===== config.mk =====
export PLATFORM = sky130hd
export DESIGN_NAME = gauss_window_gen_flat
export DESIGN_NICKNAME = d
export VERILOG_FILES = /design/src/rtl/gauss_window_gen_pkg.sv /design/src/rtl/gauss_window_gen_if.sv /design/src/rtl/gauss_window_gen_line_buf.sv /design/src/rtl/gauss_window_gen.sv /design/src/flat_wrapper.sv
export SDC_FILE = /design/constraint.sdc
export NUM_CORES = 2
export LEC_CHECK = 0
export CORE_MARGIN = 2
export CORE_UTILIZATION = 30
export DETAILED_ROUTE_END_ITERATION = 10
export PLACE_DENSITY = 0.48
export SLEW_MARGIN = 20
export SYNTH_ARGS = -nofsm -noshare
export SYNTH_HDL_FRONTEND = slang
export SYNTH_SLANG_ARGS = --single-unit

===== constraint.sdc =====
create_clock -name clk -period 5.4 [get_ports clk]
set_clock_uncertainty 0.15 [all_clocks]
set_input_delay 0.81 -clock clk [delete_from_list [all_inputs] [get_ports clk]]
set_output_delay 0.81 -clock clk [all_outputs]
set_load 0.005 [all_outputs]

===== src/rtl/gauss_window_gen_pkg.sv =====
// Shared constants and FSM state type for the Gaussian 5x14 window producer.
package gauss_window_gen_pkg;
   localparam int GW_ROWS       = 5;
   localparam int GW_COLS       = 14;
   localparam int GW_COL_STRIDE = 12;
   localparam int GW_ROW_STRIDE = 3;
   localparam int GW_LB_ROWS    = GW_ROWS - 1;

   typedef enum logic {
      S_IDLE   = 1'b0,
      S_ACTIVE = 1'b1
   } state_t;
endpackage


===== src/rtl/gauss_window_gen_if.sv =====
// Pixel-in / window-out handshake bundle for gauss_window_gen.
interface gauss_window_gen_if
   import gauss_window_gen_pkg::*;
#(
   parameter int BIT_WIDTH = 8
) ();
   logic                                 in_valid;
   logic                                 in_ready;
   logic [BIT_WIDTH-1:0]                 in_pix;
   logic                                 in_sof;
   logic                                 out_valid;
   logic                                 out_ready;
   logic [GW_ROWS*GW_COLS*BIT_WIDTH-1:0] out_win;
   logic                                 out_eof;
   logic                                 err;

   modport master (
      output in_valid, in_pix, in_sof, out_ready,
      input  in_ready, out_valid, out_win, out_eof, err
   );

   modport slave (
      input  in_valid, in_pix, in_sof, out_ready,
      output in_ready, out_valid, out_win, out_eof, err
   );
endinterface


===== src/rtl/gauss_window_gen_line_buf.sv =====
// gauss_line_buf: per-column store of the 4 previous rows; rd[0] is the newest row, rd[3] the oldest.
module gauss_line_buf
   import gauss_window_gen_pkg::*;
#(
   parameter  int BIT_WIDTH = 8,
   parameter  int IMG_W     = 26,
   localparam int CW        = $clog2(IMG_W)
) (
   input  logic                                  clk,
   input  logic                                  rst_n,
   input  logic                                  we,
   input  logic [CW-1:0]                         col,
   input  logic [BIT_WIDTH-1:0]                  din,
   output logic [GW_LB_ROWS-1:0][BIT_WIDTH-1:0]  rd
);
   logic [GW_LB_ROWS-1:0][BIT_WIDTH-1:0] mem [IMG_W];

   assign rd = mem[col];

   always_ff @(posedge clk or negedge rst_n) begin
      if (!rst_n) begin
         for (int unsigned i = 0; i < IMG_W; i++) mem[i] <= '0;
      end else if (we) begin
         mem[col] <= {mem[col][GW_LB_ROWS-2:0], din};
      end
   end
endmodule


===== src/rtl/gauss_window_gen.sv =====
// Raster pixel stream to 5x14 window producer (stride 12 cols / 3 rows).
// Optional GAUSS_WIN_ERR_EN: err pulses on a sof that does not fall on a frame boundary.
module gauss_window_gen
   import gauss_window_gen_pkg::*;
#(
   parameter int BIT_WIDTH = 8,
   parameter int IMG_W     = 26,
   parameter int IMG_H     = 8
) (
   input logic               clk,
   input logic               rst_n,
   gauss_window_gen_if.slave bus
);
   localparam int CW    = $clog2(IMG_W);
   localparam int RW    = $clog2(IMG_H);
   localparam int WIN_W = GW_ROWS * GW_COLS * BIT_WIDTH;

   state_t               state, state_nx;
   logic [CW-1:0]        col, col_nx, pix_c;
   logic [RW-1:0]        row, row_nx, pix_r;
   logic                 accept, take, emit, last;
   logic                 valid_q, eof_q, err_q;
   logic [WIN_W-1:0]     win_out_q, win_pack;
   logic [BIT_WIDTH-1:0] win_q  [GW_ROWS][GW_COLS];
   logic [BIT_WIDTH-1:0] win_nx [GW_ROWS][GW_COLS];
   logic [GW_LB_ROWS-1:0][BIT_WIDTH-1:0] lb_rd;

   assign bus.in_ready  = !valid_q || bus.out_ready;
   assign bus.out_valid = valid_q;
   assign bus.out_win   = win_out_q;
   assign bus.out_eof   = eof_q;
   assign bus.err       = err_q;
   assign accept        = bus.in_valid && bus.in_ready;

   gauss_line_buf #(.BIT_WIDTH(BIT_WIDTH), .IMG_W(IMG_W)) u_line_buf (
      .clk   (clk),
      .rst_n (rst_n),
      .we    (take),
      .col   (pix_c),
      .din   (bus.in_pix),
      .rd    (lb_rd)
   );

   always_ff @(posedge clk or negedge rst_n) begin
      if (!rst_n) begin
         state <= S_IDLE;
         row   <= '0;
         col   <= '0;
      end else begin
         state <= state_nx;
         row   <= row_nx;
         col   <= col_nx;
      end
   end

   // A sof pixel is always (0,0), in either state; that is the resync path.
   always_comb begin
      state_nx = state;
      row_nx   = row;
      col_nx   = col;
      pix_r    = bus.in_sof ? '0 : row;
      pix_c    = bus.in_sof ? '0 : col;
      take     = accept && (bus.in_sof || state == S_ACTIVE);
      last     = (pix_r == RW'(IMG_H-1)) && (pix_c == CW'(IMG_W-1));
      emit     = take
               && (int'(pix_r) >= GW_ROWS-1) && ((int'(pix_r) - (GW_ROWS-1)) % GW_ROW_STRIDE == 0)
               && (int'(pix_c) >= GW_COLS-1) && ((int'(pix_c) - (GW_COLS-1)) % GW_COL_STRIDE == 0);
      if (take) begin
         state_nx = S_ACTIVE;
         if (pix_c == CW'(IMG_W-1)) begin
            col_nx = '0;
            row_nx = last ? '0 : pix_r + RW'(1);
            if (last) state_nx = S_IDLE;
         end else begin
            col_nx = pix_c + CW'(1);
            row_nx = pix_r;
         end
      end
   end

   always_comb begin
      for (int unsigned r = 0; r < GW_ROWS; r++)
         for (int unsigned c = 0; c < GW_COLS-1; c++)
            win_nx[r][c] = win_q[r][c+1];
      for (int unsigned r = 0; r < GW_ROWS-1; r++)
         win_nx[r][GW_COLS-1] = lb_rd[GW_ROWS-2-r];
      win_nx[GW_ROWS-1][GW_COLS-1] = bus.in_pix;

      win_pack = '0;
      for (int unsigned r = 0; r < GW_ROWS; r++)
         for (int unsigned c = 0; c < GW_COLS; c++)
            win_pack[(GW_ROWS*GW_COLS - (GW_COLS*r + c))*BIT_WIDTH - 1 -: BIT_WIDTH] = win_nx[r][c];
   end

   always_ff @(posedge clk or negedge rst_n) begin
      if (!rst_n) begin
         for (int unsigned r = 0; r < GW_ROWS; r++)
            for (int unsigned c = 0; c < GW_COLS; c++)
               win_q[r][c] <= '0;
         valid_q   <= 1'b0;
         win_out_q <= '0;
         eof_q     <= 1'b0;
      end else begin
         if (take) win_q <= win_nx;
         if (emit) begin
            valid_q   <= 1'b1;
            win_out_q <= win_pack;
            eof_q     <= last;
         end else if (bus.out_ready) begin
            valid_q <= 1'b0;
            eof_q   <= 1'b0;
         end
      end
   end

`ifdef GAUSS_WIN_ERR_EN
   always_ff @(posedge clk or negedge rst_n) begin
      if (!rst_n) err_q <= 1'b0;
      else        err_q <= accept && bus.in_sof && (state == S_ACTIVE) && (row != '0 || col != '0);
   end
`else
   assign err_q = 1'b0;
`endif
endmodule

===== src/flat_wrapper.sv =====
// flat-port wrapper written by rule: the top's interface ports become plain ports
module gauss_window_gen_flat import gauss_window_gen_pkg::*;
#(
   parameter int BIT_WIDTH = 8,
   parameter int IMG_W     = 26,
   parameter int IMG_H     = 8
)
  (clk, rst_n, bus_in_valid, bus_in_pix, bus_in_sof, bus_out_ready, bus_in_ready, bus_out_valid, bus_out_win, bus_out_eof, bus_err);
  gauss_window_gen_if #(.BIT_WIDTH(BIT_WIDTH)) bus_i ();
  input logic clk;
  input logic rst_n;
  input wire logic [$bits(bus_i.in_valid)-1:0] bus_in_valid;
  input wire logic [$bits(bus_i.in_pix)-1:0] bus_in_pix;
  input wire logic [$bits(bus_i.in_sof)-1:0] bus_in_sof;
  input wire logic [$bits(bus_i.out_ready)-1:0] bus_out_ready;
  output wire logic [$bits(bus_i.in_ready)-1:0] bus_in_ready;
  output wire logic [$bits(bus_i.out_valid)-1:0] bus_out_valid;
  output wire logic [$bits(bus_i.out_win)-1:0] bus_out_win;
  output wire logic [$bits(bus_i.out_eof)-1:0] bus_out_eof;
  output wire logic [$bits(bus_i.err)-1:0] bus_err;
  assign bus_i.in_valid = bus_in_valid;
  assign bus_i.in_pix = bus_in_pix;
  assign bus_i.in_sof = bus_in_sof;
  assign bus_i.out_ready = bus_out_ready;
  assign bus_in_ready = bus_i.in_ready;
  assign bus_out_valid = bus_i.out_valid;
  assign bus_out_win = bus_i.out_win;
  assign bus_out_eof = bus_i.out_eof;
  assign bus_err = bus_i.err;
  gauss_window_gen #(.BIT_WIDTH(BIT_WIDTH), .IMG_W(IMG_W), .IMG_H(IMG_H)) u_core (.clk(clk), .rst_n(rst_n), .bus(bus_i));
endmodule

# --- After elaboration in Yosys (flattened, before gate mapping) ---
# Cells that the tools add are included.
classes:
  order_cmp: 4
  n_addsub: 4
  reduce_logical: 14
  div_mod_pow: 2
  bitwise: 1
  n_eq_ne: 2
  n_mux: 16
ops:
  columns: ["op", "count"]
  rows:
  - ["bitwise mux 832 bit", 1]
  - ["binary-select mux 32 bit (select 5 bit)", 1]
  - ["demux 32 bit (select 5 bit)", 1]
  - ["2-to-1 mux 32 bit", 3]
  - ["logical NOT 32 bit", 2]
  - ["remainder unit 32 x 3 -> 32 bit, second input constant", 1]
  - ["remainder unit 32 x 5 -> 32 bit, second input constant", 1]
  - ["2-to-1 mux 5 bit", 2]
  - ["2-to-1 mux 3 bit", 3]
  - ["logical AND 1 bit", 8]
  - ["greater-or-equal comparator 6 bit, second input constant", 1]
  - ["less-than comparator 6 x 1 -> 1 bit, second input constant", 1]
  - ["NOT 5 -> 6 bit", 1]
  - ["subtractor 5 x 4 -> 6 bit, second input constant", 1]
  - ["adder 5 x 1 -> 5 bit, second input constant", 1]
  - ["== test 5 bit, second input constant", 1]
  - ["greater-or-equal comparator 5 x 4 -> 1 bit, second input constant", 1]
  - ["2-to-1 mux 1 bit", 5]
  - ["subtractor 3 x 3 -> 4 bit, second input constant", 1]
  - ["adder 3 x 1 -> 3 bit, second input constant", 1]
  - ["== test 3 bit, second input constant", 1]
  - ["greater-or-equal comparator 3 bit, second input constant", 1]
  - ["logical OR 1 bit", 2]
  - ["nonzero test 2 bit", 1]
  - ["logical NOT 1 bit", 1]
word_totals:
  in_bits: 13
  elab_cells: 218
  ff_bits: 1923

# --- Depth between registers and ports, before layout ---
logic_depth:
  word_depth: 9
  ltp_mapped: 18
  mapped_depth_nobuf: 13

# --- Modules after synthesis ---
# From an unflattened synthesis, not the netlist that was laid out.
unflattened:
  hier_cells: 6665
  hier_area_um2: 80843.8
modules_own_cells:
  columns: ["module", "cells_each", "instances", "seq_area_each_um2", "area_each_um2"]
  rows:
  - ["gauss_window_gen", 3522, 1, 27301.2, 43590.6]
  - ["gauss_line_buf", 3143, 1, 20820.0, 37253.2]

# --- Worst setup path before layout ---
# Ideal clock, no wire load.
synth_path:
  path_kind: "input -> register"
  from: "in bus_in_sof"
  to: "reg u_core.win_out_q[297], in the netlist u_core.bus.out_win[297]"
  n_path_buf: 8
  slack_ns: 0.656
  t_arrival_ns: 4.466
  cell_stages: 16
  setup_time_ns: 0.127
  path_cell_list: "nand2b_1 -> buf_2 -> inv_2 -> buf_2 -> buf_2 -> buf_1 -> clkbuf_1 -> ha_1 -> nor4b_1 -> nand2_1 -> or4_1 -> a31oi_2 -> buf_4 -> buf_8 -> buf_6 -> mux2_1"
synth_via:
  elab_chain_cells: 7
  word_cells_on_any_way: 16
  cone_classes: "add/sub: 2; div: 2; order compare: 2; mux: 2; reduce/logical: 8"
synth_lines:
  columns: ["element", "line", "rtl"]
  rows:
  - ["start: declaration", "flat_wrapper.sv:14", "input wire logic [$bits(bus_i.in_sof)-1:0] bus_in_sof;"]
  - ["2-to-1 mux 3 bit", "gauss_window_gen.sv:61", "pix_r = bus.in_sof ? '0 : row;"]
  - ["subtractor 3 x 3 -> 4 bit", "gauss_window_gen.sv:66", "&& (int'(pix_r) >= GW_ROWS-1) && ((int'(pix_r) - (GW_ROWS-1)) % GW_ROW_STRIDE == 0)"]
  - ["remainder unit 32 x 3 -> 32 bit", "gauss_window_gen.sv:66", null]
  - ["logical NOT 32 bit", "gauss_window_gen.sv:66", null]
  - ["logical AND 1 bit", "gauss_window_gen.sv:66", null]
  - ["logical AND 1 bit", "gauss_window_gen.sv:67", "&& (int'(pix_c) >= GW_COLS-1) && ((int'(pix_c) - (GW_COLS-1)) % GW_COL_STRIDE == 0);"]
  - ["logical AND 1 bit *", "gauss_window_gen.sv:67", null]
  - ["end signal: assignment", "gauss_window_gen.sv:107", "win_out_q <= win_pack;"]
  - ["end: declaration", "gauss_window_gen.sv:23", "logic [WIN_W-1:0] win_out_q, win_pack;"]
# Mark *: on every way between the ends. The rest lies on a longest branch, timed or not.
# A chain may end at the register's enable or synchronous reset.

# --- Worst setup path after layout ---
layout_path:
  from: "reg u_core.col[1]"
  to: "reg u_core.win_out_q[181], in the netlist u_core.bus.out_win[181]"
layout_via:
  elab_chain_cells: 5
  word_cells_on_any_way: 7
  cone_classes: "add/sub: 1; div: 1; order compare: 1; mux: 1; reduce/logical: 3"
layout_lines:
  columns: ["element", "line", "rtl"]
  rows:
  - ["start: declaration", "gauss_window_gen.sv:19", "logic [CW-1:0] col, col_nx, pix_c;"]
  - ["start signal: assignment", "gauss_window_gen.sv:52", "col <= col_nx;"]
  - ["2-to-1 mux 5 bit *", "gauss_window_gen.sv:62", "pix_c = bus.in_sof ? '0 : col;"]
  - ["subtractor 5 x 4 -> 6 bit", "gauss_window_gen.sv:67", null]
  - ["remainder unit 32 x 5 -> 32 bit", "gauss_window_gen.sv:67", null]
  - ["logical NOT 32 bit", "gauss_window_gen.sv:67", null]
  - ["logical AND 1 bit *", "gauss_window_gen.sv:67", null]
# Marks and branches as above.

==> metrics list <==
- Total negative slack: 0 ps
- Leading post-synthesis cells by cell area: dfrtp_1 62%, nand2_1 10%, mux2_2 7.8%, o21ai_0 4.5%, mux2i_1 3.6%
- The analysis attributes to cell leakage a power of 45.59 nW.
- Final worst path period share: 0.7920
- The share of the Yosys chip area taken by registers is 0.6167.
- Die span in x: 514 um
- Number of placed instances with taps included: 10650
- Core area: 259200 um^2
- The via count of the first global-routing pass is 53800.
* H-tree Lvls: 4
* Via density per instance: 4.825
* Slew @ Worst Pin: 1114 ps
- Primary flip-flop cell chosen by synthesis mapping: dfrtp_1
* Number of cells on the worst hold path: 2
- The finished layout holds 11010 standard cells, fillers aside.
* Required time reported for the critical path endpoint: 5980 ps
* CTS Root Cell: clkbuf_16
* Total I/O pin count: 577
* Global placer's final weighted congestion: 0.8113
- Number of cells upsized or downsized after cts: 0
- The net count of the finished layout is 7473.
* Synth Warn #: 0
- In this run the remaining antenna-violating nets after routing total 0.
* Net load switching power: 11.35 mW
* Total Die Area: 264200 um^2
* Effective utilization at floorplan: 0.3010
- Total power per unit cell area: 402.3 nW/um^2
* Die Ht: 514 um
* Post-synth net total: 7020
- Total clock buffers created by CTS: 200
* Hold violation count in the final report: 0
* Fraction of layout cells with a size suffix above 1: 0.1535
* Final core utilization: 0.3671
- Post-CTS clock slew at the launch and capture registers of the worst setup and hold paths: 60 ps
* Portion of total power attributed to combinational logic: 0.158
- In this run the core area contains 187 standard-cell rows.
* # Post-CTS Setup Buffers: 0
- Wirelength, routed: 241200 um
- Cell Area, Synth: 78030 um^2
- The tool flagged a number of max-cap violations equal to 0.
- The number of hold buffers added after CTS was 1.
- Setup repair after global routing missed its margin: no
* Detailed placer's ending HPWL: 154000 um
* Detailed-route DRC error count: 0
- VDD IR-drop max: 281.4 uV
- Setup violations remaining at the end of the flow were counted as 0.
- Via total after detailed routing: 53140
* Category of the most critical setup path: reg -> reg
- Antenna violations before repair: 5
- Critical path arrival: 4860 ps
- Compared with the post-synthesis result, the final layout area differs by 21.96%.
- Count of flip-flops with a built-in enable after synthesis: 0
* Worst Reg-to-Reg Cells: 11
- After synthesis, the most frequently instantiated cells are 2172 x nand2_1, 1923 x dfrtp_1, 701 x o21ai_0.
* Highest attainable clock frequency: 233.8 MHz
* Relative slew margins: 0.2553
- Summed over all layers, the global routing overflow is 0.
* Clk buf depth: 3
- The flow ran to the end, and the final reports show no timing, DRC or antenna violations.
- The first global-routing pass estimated 364000 um of wire.
- For this run, asynchronously set or reset flops after synthesis account for 1.000.
* First DRT Iteration DRCs: 3832
- Cell type with the largest total area after synthesis: dfrtp_1
- Switching part of the total power: 0.2965
- The first detailed-routing pass took 5 iterations.
- The tightest min-delay check is of the reg -> reg type.
- Fraction of synthesized cell area taken by the top area cell type: 0.6167
- Synthesized area divided by synthesized cell count: 11.15 um^2
- Skew-Pair Late Insertion Delay: 860 ps
- Input and output buffers added on the ports amount to 575.
* Clock tree from TritonCTS: built
* Total cell area at the placement stage: 88440 um^2
* Proportion of power drawn by flip-flops and latches: 0.475
- The routed design could run at a clock period as short as 4277 ps.
- Number of standard cells after synthesis: 6996
- Flop and latch count out of synthesis: 1923
* Clock Sinks: 1923
- Final Instance Area: 95170 um^2
- Post-synthesis cell type count: 68
* Pin count of the biggest net entering global routing: 182
- Crit path capture type: register
* Critical Path Source Type: register
* Portion of total power attributed to the clock network: 0.367
* Total global routing track utilization: 0.1809
- Total power: 38.29 mW
- Along the worst path, the maximum fanout reaches 58.
- Most common cell in the synthesized netlist: nand2_1
- The max-slew violation total from the final report came to 0.
* Internal portion of total power: 26.94 mW
* Post-DR wirelength/cell: 21.90 um
-- flip-flops by register name, indices dropped and copies added, names as in the netlist --
name and flops:
u_core.bus.out_valid 1, u_core.col 5, u_core.win_nx 520, u_core.row 3
u_core.bus.out_eof 1, u_core.state 1, u_core.u_line_buf.mem 832, u_core.bus.out_win 560
-- routing by layer --
layer,part of all wire,GRT usage,vias up
met2,0.47,0.2931,1165
met1,0.46,0.2504,27220
li1,-,-,24440
met4,0.022,0.04461,0
met3,0.047,0.03167,323
met5,0,0,-
-- worst max-delay path: stages, from the launching register on --
cell,delay [ps]
dfrtp_2,740
nand2_1,400
ha_1,350
a2111oi_0,370
a221oi_1,120
xnor2_1,200
or3_1,430
a31oi_4,220
buf_12,210
buf_12,190
buf_12,310
mux2_2,380
-- placed cells by master, fill, tap and decap left out, drive strengths merged, types with 43 or more instances in the layout --
cell	count
a21oi	68
inv	43
clkbuf	307
mux2	742
buf	209
o21ai	731
clkdlybuf4s50	572
o22ai	74
a22oi	86
nor2	111
dfrtp	1923
nand2	2172
mux2i	279
-- logic make-up after synthesis --
family,after synthesis,synth area share
compound gates,1087,0.07934
fa+ha+maj,11,0.001764
buf+inv,572,0.03292
simple gates,2342,0.1158
flops,1923,0.6167
mux,1056,0.1530
other cells,1,0.00004806
xor+xnor,4,0.0004491
-- metrics by stage --
step                hold slack, ps  setup slack (ps)
finish                       320.6              1123
global route                 338.9             946.7
CTS                          259.7              1104
detailed placement           308.5             586.5
global placement             304.0             471.9
floorplan                    290.2             656.0
-- path summary, 6_finish.rpt --
check / start / endpoint / slack, ps
hold / removal: u_core.win_nx[216] / u_core.win_nx[216] / 320
min in group asynchronous: rst_n / u_core.win_nx[446] / 470
setup / recovery: u_core.col[1] / u_core.bus.out_win[181] / 1120
setup reg to reg: u_core.col[1] / u_core.bus.out_win[181] / 1120
max in group asynchronous: rst_n / u_core.u_line_buf.mem[510] / 3080
hold reg to reg: u_core.win_nx[216] / u_core.win_nx[216] / 320
-- power groups by stage --
| stage | Sequential [mW] | Combinational, mW | Clock [mW] |
|---|---|---|---|
| 2_1_floorplan | 17.8 | 3.54 | 0 |
| 3_3_place_gp | 18.4 | 5.99 | 0 |
| 3_5_place_dp | 18.5 | 6.13 | 0 |
| 4_1_cts | 18.2 | 6.14 | 14.4 |
| 5_1_grt | 18.5 | 6.76 | 15.0 |
| 6_report | 18.2 | 6.05 | 14.1 |
-- layout make-up --
type | instances | area, um^2
diodes | 3 | 7.507
clock buffers | 307 | 6053
clock inverters | 55 | 655.6
fillers | 25570 | 164100
inverters | 41 | 155.1
multi-input cells | 4501 | 27690
flip-flops and latches | 1923 | 48130
well taps | 3402 | 4257
repair buffers | 782 | 8222
No activity file was read; power rests on OpenSTA's default activity.
